[src/rtl/router_local_port_if.sv]
// Signal bundle between router_local_port and its surroundings: the NI FIFO pair
// and the two mesh valid/ready channels, all carrying {dest_core, payload} packets.
interface router_local_port_if;
  logic        ni_out_empty;
  logic [63:0] ni_out_data;
  logic        ni_out_rd;
  logic        ni_in_full;
  logic        ni_in_wr;
  logic [63:0] ni_in_data;
  logic        mesh_out_valid;
  logic        mesh_out_ready;
  logic [63:0] mesh_out_data;
  logic        mesh_in_valid;
  logic        mesh_in_ready;
  logic [63:0] mesh_in_data;

  // Router local port side.
  modport master (
    input  ni_out_empty, ni_out_data, ni_in_full,
    input  mesh_out_ready, mesh_in_valid, mesh_in_data,
    output ni_out_rd, ni_in_wr, ni_in_data,
    output mesh_out_valid, mesh_out_data, mesh_in_ready
  );

  // NI and mesh fabric side.
  modport slave (
    output ni_out_empty, ni_out_data, ni_in_full,
    output mesh_out_ready, mesh_in_valid, mesh_in_data,
    input  ni_out_rd, ni_in_wr, ni_in_data,
    input  mesh_out_valid, mesh_out_data, mesh_in_ready
  );
endinterface

[src/rtl/router_local_port.sv]
// Router-side endpoint of the core NI link: NI outbound FIFO -> mesh egress, mesh ingress
// -> NI inbound FIFO. Define LOOPBACK_EN to turn packets addressed to LOCAL_ID back into the NI.
module router_local_port #(
  parameter logic [31:0] LOCAL_ID = 32'd0,
  parameter int unsigned CNT_W    = 16
) (
  input  logic                clk,
  input  logic                rst_n,
  router_local_port_if.master port,
  output logic [CNT_W-1:0]    tx_count,
  output logic [CNT_W-1:0]    rx_count
);

  typedef enum logic [1:0] {
    E_IDLE,
    E_WAIT,
`ifdef LOOPBACK_EN
    E_SEND,
    E_LOOP
`else
    E_SEND
`endif
  } egress_state_e;

  egress_state_e    state_q, state_d;
  logic [63:0]      egress_q, egress_d;
  logic             ni_in_wr_q, ni_in_wr_d;
  logic [63:0]      ni_in_data_q, ni_in_data_d;
  logic [CNT_W-1:0] tx_count_q, rx_count_q;
  logic             run_q;
  logic             tx_inc;
  logic             loop_wr;
  logic             in_ready;
  logic             in_accept;

  // NOTE: every variable written here gets a default first, so no path can leave one
  // unassigned and infer a latch.
  always_comb begin
    state_d   = state_q;
    egress_d  = egress_q;
    tx_inc    = 1'b0;
    loop_wr   = 1'b0;
    port.ni_out_rd = 1'b0;
    case (state_q)
      E_IDLE: begin
        // run_q keeps the pop quiet until the first edge after reset release.
        if (run_q && !port.ni_out_empty) begin
          port.ni_out_rd = 1'b1;
          state_d        = E_WAIT;
        end
      end
      E_WAIT: begin
        egress_d = port.ni_out_data;
        state_d  = E_SEND;
`ifdef LOOPBACK_EN
        if (port.ni_out_data[63:32] == LOCAL_ID) state_d = E_LOOP;
`endif
      end
      E_SEND: begin
        if (port.mesh_out_ready) begin
          tx_inc  = 1'b1;
          state_d = E_IDLE;
        end
      end
`ifdef LOOPBACK_EN
      E_LOOP: begin
        if (!port.ni_in_full && !ni_in_wr_q) begin
          loop_wr = 1'b1;
          tx_inc  = 1'b1;
          state_d = E_IDLE;
        end
      end
`endif
      default: state_d = E_IDLE;
    endcase
  end

  // At most one NI write in flight, so full is always re-sampled before the next accept.
`ifdef LOOPBACK_EN
  assign in_ready = run_q && !port.ni_in_full && !ni_in_wr_q && (state_q != E_LOOP);
`else
  assign in_ready = run_q && !port.ni_in_full && !ni_in_wr_q;
`endif
  assign in_accept = port.mesh_in_valid && in_ready;

  always_comb begin
    ni_in_wr_d   = in_accept || loop_wr;
    ni_in_data_d = ni_in_data_q;
    if (loop_wr)        ni_in_data_d = egress_q;
    else if (in_accept) ni_in_data_d = port.mesh_in_data;
  end

  // NOTE: sequential state uses non-blocking assignments so every register samples
  // the pre-edge values of the others, independent of process ordering.
  always_ff @(posedge clk or negedge rst_n) begin
    if (!rst_n) begin
      // NOTE: the packet registers are reset as well, not only the control state, so
      // the outputs read 0 during reset and a packet caught mid-flight is discarded.
      run_q        <= 1'b0;
      state_q      <= E_IDLE;
      egress_q     <= '0;
      ni_in_wr_q   <= 1'b0;
      ni_in_data_q <= '0;
      tx_count_q   <= '0;
      rx_count_q   <= '0;
    end else begin
      run_q        <= 1'b1;
      state_q      <= state_d;
      egress_q     <= egress_d;
      ni_in_wr_q   <= ni_in_wr_d;
      ni_in_data_q <= ni_in_data_d;
      if (tx_inc && (tx_count_q != '1))     tx_count_q <= tx_count_q + CNT_W'(1);
      if (ni_in_wr_d && (rx_count_q != '1)) rx_count_q <= rx_count_q + CNT_W'(1);
    end
  end

  assign port.mesh_out_valid = (state_q == E_SEND);
  assign port.mesh_out_data  = egress_q;
  assign port.mesh_in_ready  = in_ready;
  assign port.ni_in_wr       = ni_in_wr_q;
  assign port.ni_in_data     = ni_in_data_q;
  assign tx_count            = tx_count_q;
  assign rx_count            = rx_count_q;

endmodule

[src/flat_wrapper.sv]
// flat-port wrapper written by rule: the top's interface ports become plain ports
module router_local_port_flat 
#(
  parameter logic [31:0] LOCAL_ID = 32'd0,
  parameter int unsigned CNT_W    = 16
)
  (clk, rst_n, tx_count, rx_count, port_ni_out_empty, port_ni_out_data, port_ni_in_full, port_mesh_out_ready, port_mesh_in_valid, port_mesh_in_data, port_ni_out_rd, port_ni_in_wr, port_ni_in_data, port_mesh_out_valid, port_mesh_out_data, port_mesh_in_ready);
  router_local_port_if port_i ();
  input  logic clk;
  input  logic rst_n;
  output logic [CNT_W-1:0] tx_count;
  output logic [CNT_W-1:0] rx_count;
  input wire logic [$bits(port_i.ni_out_empty)-1:0] port_ni_out_empty;
  input wire logic [$bits(port_i.ni_out_data)-1:0] port_ni_out_data;
  input wire logic [$bits(port_i.ni_in_full)-1:0] port_ni_in_full;
  input wire logic [$bits(port_i.mesh_out_ready)-1:0] port_mesh_out_ready;
  input wire logic [$bits(port_i.mesh_in_valid)-1:0] port_mesh_in_valid;
  input wire logic [$bits(port_i.mesh_in_data)-1:0] port_mesh_in_data;
  output wire logic [$bits(port_i.ni_out_rd)-1:0] port_ni_out_rd;
  output wire logic [$bits(port_i.ni_in_wr)-1:0] port_ni_in_wr;
  output wire logic [$bits(port_i.ni_in_data)-1:0] port_ni_in_data;
  output wire logic [$bits(port_i.mesh_out_valid)-1:0] port_mesh_out_valid;
  output wire logic [$bits(port_i.mesh_out_data)-1:0] port_mesh_out_data;
  output wire logic [$bits(port_i.mesh_in_ready)-1:0] port_mesh_in_ready;
  assign port_i.ni_out_empty = port_ni_out_empty;
  assign port_i.ni_out_data = port_ni_out_data;
  assign port_i.ni_in_full = port_ni_in_full;
  assign port_i.mesh_out_ready = port_mesh_out_ready;
  assign port_i.mesh_in_valid = port_mesh_in_valid;
  assign port_i.mesh_in_data = port_mesh_in_data;
  assign port_ni_out_rd = port_i.ni_out_rd;
  assign port_ni_in_wr = port_i.ni_in_wr;
  assign port_ni_in_data = port_i.ni_in_data;
  assign port_mesh_out_valid = port_i.mesh_out_valid;
  assign port_mesh_out_data = port_i.mesh_out_data;
  assign port_mesh_in_ready = port_i.mesh_in_ready;
  router_local_port #(.LOCAL_ID(LOCAL_ID), .CNT_W(CNT_W)) u_core (.clk(clk), .rst_n(rst_n), .port(port_i), .tx_count(tx_count), .rx_count(rx_count));
endmodule
[config.mk]
export PLATFORM = sky130hd
export DESIGN_NAME = router_local_port_flat
export DESIGN_NICKNAME = d
export VERILOG_FILES = /design/src/rtl/router_local_port_if.sv /design/src/rtl/router_local_port.sv /design/src/flat_wrapper.sv
export SDC_FILE = /design/constraint.sdc
export NUM_CORES = 1
export LEC_CHECK = 0
export ABC_CLOCK_PERIOD_IN_PS = 1500
export CORE_ASPECT_RATIO = 1.25
export CORE_MARGIN = 8
export CORE_UTILIZATION = 39
export CTS_BUF_LIST = sky130_fd_sc_hd__clkbuf_4
export CTS_CLUSTER_DIAMETER = 150
export DETAILED_ROUTE_END_ITERATION = 12
export GPL_ROUTABILITY_DRIVEN = 0
export HOLD_SLACK_MARGIN = 0.15
export PLACE_DENSITY = 0.79
export SLEW_MARGIN = 15
export SYNTH_ARGS = -nofsm -noshare
export SYNTH_HDL_FRONTEND = slang
export SYNTH_SLANG_ARGS = --single-unit
[constraint.sdc]
create_clock -name clk -period 1.5 [get_ports clk]
set_input_delay 0.375 -clock clk [delete_from_list [all_inputs] [get_ports clk]]
set_output_delay 0.375 -clock clk [all_outputs]
set_load 0.02 [all_outputs]
==> run summary, run 1 <==
Status = finished with violations
Failing checks = setup timing
Reg2Reg Setup Slack = -0.21 ns
Nets = 1145
Site Rows = 53
Worst Setup SP = u_core.state_q[1]$_DFFE_PN0P_
Post-synth top area share = 62.52%
FFs w/ async S/R, synth = 100.0%
Worst path slowest cell = dfrtp_2
Pre-antenna DRT Iters = 6
CTS buffer count = 17
Clock transition at path regs = 0.16 ns
Detail Route Antenna Nets = 0
Largest net degree at the start of global routing = 36
Placed inst area = 10260 um2
Critical Path Fanout Max = 4
Yosys cell types = 44
Worst R2R End = u_core.rx_count[6]$_DFFE_PN0P_
Number of synthesized flops with an enable pin = 0
YS warnings = 0
Max-cap violation count = 0
DIE AREA = 21260 um2
Setup ws final = -0.3432 ns
Initial Util = 39.43%
Synthesized area per cell = 11.64 um2
CP max stage delay = 0.47 ns
First-pass GRT wire length = 35.53 mm
Post-synth top cells = nand2_1, dfrtp_1, mux2_2, xor2_1, clkbuf_1
WP data required = 1.12 ns
Area leader, netlist = dfrtp_1
IO Port Bufs = 297
Vert. Die Dim = 161.0 um
DRT Wirelength = 24.15 mm
Synth Cell Area = 6564 um2
HP Class = in2async
Placed cells = 1112
Share of cells above drive strength 1 = 48.63%
Top cells by area, synth = dfrtp_1, nand2_1, mux2_2
Worst path cell trace = nor4b_2 -> buf_4
Die X = 132.0 um
Via count = 6047
CTS root buf = clkbuf_4
Antenna violations before repair = 1
CTS tree = done
Synthesized flop and latch total = 164
RSZ-0062 raised after global routing = true
WP data arrival = 1.47 ns
Maximum VDD drop = 0.8156 mV
CORE AREA = 16640 um2
Delay-heaviest family, CP = flip-flops
CTS sink count = 164
R2R cell count = 8
Top FF cell, synth = dfrtp_1
Worst Path Buf+Inv = 1
Period minus WS final = 1.843 ns
Slew Limit Fails = 0
DR iter-0 viols = 229
Vias in the first global route = 6442
Setup_tns = -5.263 ns
Post-Route Skew = 0.02077 ns
Final Setup Violations = 88
Final Util = 72.26%
Gr ovfl total = 0
Cell with the most instances after synthesis = nand2_1
Layout area overhead = 83.24%
DRC Markers = 0
# IOs = 298
Detailed Place HPWL = 15.41 mm
Pwr dens = 1318 nW/um2
Htree depth = 4
Fin crit share = 122.9%
Synth Instances = 564
Non-Filler Instances = 1243
Crit. End Element = primary output
Worst r2r src = u_core.run_q$_DFF_PN0_
Clk Latency, worst-skew pair = 0.56 ns
Clock buffer depth = 2
Final Cell Area = 12030 um2
Syn nets = 700
Crit Path Class = reg2out
LEAKAGE = 5.824 nW
Wire length per cell = 19.43 um
Register area share after synthesis = 62.52%
Crit path launch type = flop
Final Hold Fails = 0
Fmax = 542.5 MHz
Vias per cell = 4.865
All-Layer GR Usage = 21.28%
repair_timing:
action / CTS / global route
buffers inserted: 56 / 41
pin swaps: 27 / 30
hold buffers: 1 / 0
setup endpoints to repair: 312 / 256
hold endpoints to repair: 164 / 0
gates cloned: 3 / 0
resized for setup: 1053 / 44
per-stage QoR:
step / hold slack, ns / setup WS (ns) / power [mW]
5_1_grt: 0.2048 / -0.4351 / 16.59
4_1_cts: 0.2049 / -0.4074 / 15.56
3_5_place_dp: 0.2887 / -0.5720 / 11.93
6_report: 0.2318 / -0.3432 / 15.86
3_3_place_gp: 0.2900 / -0.5390 / 11.79
2_1_floorplan: 0.07941 / -0.1532 / 8.624
worst max-delay path by stage:
stage / to / slack, ns / depth (start not counted)
after CTS: port_ni_out_rd / -0.41 / 2
final: port_ni_out_rd / -0.34 / 2
after global routing: port_ni_out_rd / -0.44 / 2
after global placement: u_core.rx_count[9]$_DFFE_PN0P_ / -0.54 / 6
after floorplan: u_core.tx_count[1]$_DFFE_PN0P_ / -0.15 / 4
after detailed placement: u_core.rx_count[9]$_DFFE_PN0P_ / -0.57 / 6
cells in the final DEF, fill, tap and decap left out, types with 3 or more instances in the layout:
cell type | synthesis | routed
nand2_1 | 204 | 203
buf_6 | 0 | 196
dfrtp_1 | 164 | 134
clkdlybuf4s50_1 | 0 | 132
buf_4 | 0 | 107
mux2_2 | 66 | 65
dfrtp_2 | 0 | 30
xor2_1 | 20 | 20
clkbuf_4 | 0 | 18
nand4_1 | 9 | 9
nor3_4 | 1 | 7
buf_12 | 0 | 7
nor4_4 | 2 | 6
nor3_2 | 0 | 5
buf_16 | 0 | 5
nor2_1 | 8 | 4
inv_6 | 0 | 4
clkinvlp_4 | 0 | 4
nand4_4 | 0 | 3
nand3_1 | 7 | 3
a21oi_1 | 3 | 3
mux2_4 | 1 | 3
nor2_2 | 0 | 3
area by class of cell:
cell class,count,area [um2]
fillers,1078,4617
inverters,3,13.76
multi-input cells,375,2690
clock inverters,14,150.1
repair buffers,448,4619
diodes,1,2.502
well taps,220,275.3
clock buffers,18,135.1
flip-flops and latches,164,4141
logic make-up (layout without fill, tap and decap cells):
group	count (synthesis)	in the layout	share of synthesized area [%]
flops	164	164	62.52
other cells	1	2	0.05713
buf+inv	25	483	1.563
xor+xnor	23	23	3.069
fa+ha+maj	2	2	0.3812
compound gates	12	12	1.410
mux	69	69	11.89
simple gates	268	268	19.10
flip-flops by register name, summed over array words and instances, names as in the netlist:
register	cells
u_core.tx_count	16
u_core.port.ni_in_wr	1
u_core.run_q	1
u_core.port.mesh_out_data	64
u_core.state_q	2
u_core.rx_count	16
u_core.port.ni_in_data	64
power by group:
part           switching [mW]  total [mW]  internal (mW)
Sequential              0.805        6.29           5.48
Combinational            3.10        6.89           3.79
Clock                    1.65        2.68           1.03
Total                    5.56        15.9           10.3
worst reg2reg max path: cells and delay by family, from the launching register on:
family | cells | cell delay (ns)
xor gates and xnor gates | 1 | 0.20
buffers and inverters | 4 | 0.51
DFF | 1 | 0.46
and+or+nand+nor | 3 | 0.45
layer usage:
layer  track usage, %  vias to the layer above  wire, um
met1            22.53                     2943      8635
met3            8.888                       40      2272
met4            9.158                        0       642
met5                0                        -         0
met2            36.53                      302     12600
li1                 -                     2762         -
(Power assumes the default switching activity.)
==> run 2: changes to the inputs <==
PLACE_DENSITY = not set   (was 0.79)
PLACE_DENSITY_LB_ADDON = 0.25   (was not set)
==> run 2 against run 1 <==
  * The flow still finishes with violations (setup timing)
  * Wire length is 1.6% higher
  * Utilization is 1.1 points higher
  * Worst hold slack better by 0.082 ns
  * Sequential cell count stayed put
  * Non-clock buffer count is 8 higher
  * Largest cell class unchanged
  * Critical path depth stayed put
==> run summary, run 2 (synthesis results as in run 1) <==
Status = finished with violations
Failing checks = setup timing
Largest net degree at the start of global routing = 76
Vert. Die Dim = 161.0 um
Final Util = 73.34%
Max-cap violation count = 0
Nets = 1154
Crit Path Class = reg2out
CORE AREA = 16640 um2
Htree depth = 4
Period minus WS final = 1.868 ns
LEAKAGE = 5.939 nW
DRT Wirelength = 24.54 mm
Site Rows = 53
Fin crit share = 124.5%
Vias per cell = 4.827
Pre-antenna DRT Iters = 4
DR iter-0 viols = 261
Gr ovfl total = 0
Die X = 132.0 um
CTS tree = done
DIE AREA = 21260 um2
Commonest non-fill, non-tap cells in the layout = buf_6, nand2_1, dfrtp_1, clkdlybuf4s50_1, buf_4
WP data required = 1.12 ns
IO Port Bufs = 297
Detail Route Antenna Nets = 0
Post-Route Skew = 0.02462 ns
HP Class = in2reg
Final Hold Fails = 0
# IOs = 298
Initial Util = 39.43%
CTS sink count = 164
Placed cells = 1113
Clk Latency, worst-skew pair = 0.56 ns
Layout area overhead = 85.97%
CTS buffer count = 17
Crit path launch type = flop
RSZ-0062 raised after global routing = true
Final Cell Area = 12210 um2
Commonest non-fill, non-tap cell in the layout = buf_6
All-Layer GR Usage = 20.90%
Critical Path Fanout Max = 2
Pwr dens = 1312 nW/um2
Slew Limit Fails = 0
GR Layer Usage met2 = 36.14%
Setup_tns = -6.336 ns
DRC Markers = 0
WP data arrival = 1.49 ns
Final Setup Violations = 70
Setup ws final = -0.3676 ns
Wire length per cell = 19.60 um
CTS root buf = clkbuf_4
Crit. End Element = primary output
Vias in the first global route = 6415
Antenna violations before repair = 1
M3 GR Usage = 9.509%
Clock transition at path regs = 0.16 ns
Placed inst area = 10260 um2
Clock buffer depth = 2
First-pass GRT wire length = 35.08 mm
GRT met1 Usage = 21.51%
Maximum VDD drop = 0.7706 mV
Share of cells above drive strength 1 = 49.18%
Detailed Place HPWL = 15.56 mm
Fmax = 535.4 MHz
Placement Setup Slack = -0.6523 ns
Non-Filler Instances = 1252
Via count = 6043
Most used routing layer = met2
## run 2: power breakdown
part | switching (mW) | leakage, nW | internal [mW]
Clock | 1.70 | 0.156 | 1.03
Sequential | 0.813 | 1.99 | 5.48
Combinational | 3.18 | 3.80 | 3.81
Total | 5.69 | 5.94 | 10.3
## run 2: worst max-delay path, cell delays in order, from the launching register on
cell and delay, ns:
dfrtp_1 0.45, nor4b_4 0.30, buf_4 0.19
## run 2: repair_timing
| item | CTS | global route |
|---|---|---|
| setup endpoints to repair | 190 | 279 |
| cloned | 0 | 7 |
| hold buffers | 3 | 0 |
| resized for setup | 1051 | 59 |
| pin swaps | 31 | 21 |
| setup buffers | 61 | 39 |
| hold endpoints to repair | 164 | 0 |
## run 2: per-stage QoR
step,total power [mW],hold slack [ns]
after floorplan,8.624,0.07941
after global placement,11.83,0.2357
after detailed placement,11.99,0.2393
after CTS,15.69,0.2535
after global routing,16.77,0.2654
final,16.02,0.3133
## run 2: cell type report
class                      instances  area, um2
inverter                           3      11.26
timing repair buffer             456       4732
fill                            1094       4438
sequential                       164       4136
antenna                            1      2.502
tap                              220      275.3
clock inverter                    15      170.2
multi-input combinational        376       2751
clock buffer                      17      127.6
## run 2: layer usage
metal,routed length (um),up-vias
li1,-,2775
met1,8728,2939
met2,12870,276
met3,2150,53
met4,790,0
met5,0,-
## run 2: path summary, 6_finish.rpt
path                                                              from  cells past startpoint  slack [ns]                                     end
min in group asynchronous                                        rst_n                      3        0.38   u_core.port.ni_in_data[3]$_DFFE_PN0P_
worst max register to register                  u_core.run_q$_DFF_PN0_                      6       -0.21          u_core.rx_count[9]$_DFFE_PN0P_
worst min register to register  u_core.port.ni_in_data[13]$_DFFE_PN0P_                      2        0.52  u_core.port.ni_in_data[13]$_DFFE_PN0P_
worst min-delay path                             port_mesh_in_data[36]                      3        0.31  u_core.port.ni_in_data[36]$_DFFE_PN0P_
max in group asynchronous                                        rst_n                      3        0.28  u_core.port.ni_in_data[33]$_DFFE_PN0P_
worst max-delay path                     u_core.state_q[0]$_DFFE_PN0P_                      2       -0.37                          port_ni_out_rd
==> run 3: changes to the inputs <==
SKIP_LAST_GASP = 1   (was not set)
==> run 3 against run 2 <==
  * The run still ends with setup timing left
  * Sequential power is essentially flat
  * Wire length shrank 0.57%
  * Worst hold slack got worse by 0.0047 ns
  * Power shrank 0.31%
  * Utilization about the same
  * Cell count barely moved
  * Highest routed layer unchanged
==> run summary, run 3 (synthesis results as in run 1) <==
Status = finished with violations
Failing checks = setup timing
Htree depth = 4
Pre-antenna DRT Iters = 4
RSZ-0062 raised after global routing = true
Initial Util = 39.43%
All-Layer GR Usage = 20.90%
DR iter-0 viols = 272
Max-cap violation count = 0
CORE AREA = 16640 um2
Slew Limit Fails = 0
Vias per cell = 4.833
Crit path launch type = flop
Critical Path Fanout Max = 2
Crit Path Class = reg2out
First-pass GRT wire length = 35.08 mm
Setup ws final = -0.3740 ns
Crit. End Element = primary output
Clock buffer depth = 2
Commonest non-fill, non-tap cells in the layout = nand2_1, buf_6, dfrtp_1, clkdlybuf4s50_1, buf_4
Commonest non-fill, non-tap cell in the layout = nand2_1
Layout area overhead = 85.89%
WP data required = 1.12 ns
CTS sink count = 164
DRT Wirelength = 24.40 mm
Share of cells above drive strength 1 = 49.13%
Wire length per cell = 19.47 um
# IOs = 298
Final Hold Fails = 0
CTS buffer count = 17
CTS root buf = clkbuf_4
LEAKAGE = 5.942 nW
Total power = 15.97 mW
Final Cell Area = 12200 um2
Detail Route Antenna Nets = 0
Site Rows = 53
Largest net degree at the start of global routing = 76
Maximum VDD drop = 0.7632 mV
Clock transition at path regs = 0.16 ns
Pwr dens = 1309 nW/um2
Post-Route Skew = 0.02583 ns
IO Port Bufs = 297
Antenna violations before repair = 1
Final Setup Violations = 97
DIE AREA = 21260 um2
Vert. Die Dim = 161.0 um
Fmax = 533.6 MHz
Number of fill cells = 1093
Detailed Place HPWL = 15.56 mm
Min Hold Slack = 0.3086 ns
Period minus WS final = 1.874 ns
DRC Markers = 0
Clk Latency, worst-skew pair = 0.57 ns
Gr ovfl total = 0
Nets = 1155
CTS tree = done
Placed inst area = 10260 um2
Fin crit share = 124.9%
HP Class = in2reg
Via count = 6056
Die X = 132.0 um
Vias in the first global route = 6416
WP data arrival = 1.50 ns
[run 3: layout make-up]
| cell class | count | area (um2) | share of cell area (%) |
|---|---|---|---|
| timing repair buffer | 457 | 4728 | 38.75 |
| sequential | 164 | 4136 | 33.90 |
| multi-input combinational | 376 | 2750 | 22.54 |
| tap | 220 | 275.3 | 2.256 |
| clock inverter | 15 | 170.2 | 1.395 |
| clock buffer | 17 | 127.6 | 1.046 |
| inverter | 3 | 11.26 | 0.09229 |
| antenna | 1 | 2.502 | 0.02051 |
[run 3: power breakdown]
part           total [mW]  leakage, nW  switching [mW]  internal (mW)
sequential           6.30         1.99           0.815           5.48
clock                2.73        0.156            1.70           1.03
combinational        6.94         3.80            3.14           3.80
[run 3: final timing paths]
kind,start,endpoint,slack [ns],cells after the start
hold / removal,port_mesh_in_data[36],u_core.port.ni_in_data[36]$_DFFE_PN0P_,0.31,3
setup reg to reg,u_core.run_q$_DFF_PN0_,u_core.rx_count[10]$_DFFE_PN0P_,-0.22,8
setup / recovery,u_core.state_q[0]$_DFFE_PN0P_,port_ni_out_rd,-0.37,2
max in group asynchronous,rst_n,u_core.port.ni_in_data[33]$_DFFE_PN0P_,0.29,3
min in group asynchronous,rst_n,u_core.port.ni_in_data[22]$_DFFE_PN0P_,0.37,3
hold reg to reg,u_core.port.ni_in_data[13]$_DFFE_PN0P_,u_core.port.ni_in_data[13]$_DFFE_PN0P_,0.52,2
[run 3: critical path, cell delays in order (launching register included)]
cell	delay (ns)
dfrtp_1	0.45
nor4b_4	0.30
buf_4	0.19
[run 3: routing by layer]
metal  vias up  share of wire (%)  routed length [um]  track usage, %
li1       2776                  -                   -               -
met1      2930                 35                8604           21.51
met2       284                 52               12700           36.14
met3        66                8.7                2125           9.509
met4         0                3.9                 961           8.687
met5         -                  0                   0               0
[run 3: repair_timing]
item / in CTS / in global routing
resized for setup: 1047 / 56
cloned: 0 / 7
hold endpoints to repair: 164 / 0
setup endpoints to repair: 190 / 279
buffers inserted: 61 / 40
hold buffers: 3 / 0
pin swaps: 29 / 23
[run 3: through the flow]
| stage | instances | TNS [ns] | setup slack (ns) | util [%] |
|---|---|---|---|---|
| after detailed placement | 1113 | -31.08 | -0.6523 | 61.64 |
| after floorplan | 564 | -0.4719 | -0.1532 | - |
| after global routing | 1253 | -22.13 | -0.4591 | 73.31 |
| after CTS | 1209 | -12.94 | -0.4487 | 69.31 |
| after global placement | 1113 | -30.26 | -0.5666 | 61.64 |
| final | 1253 | -6.544 | -0.3740 | 73.31 |
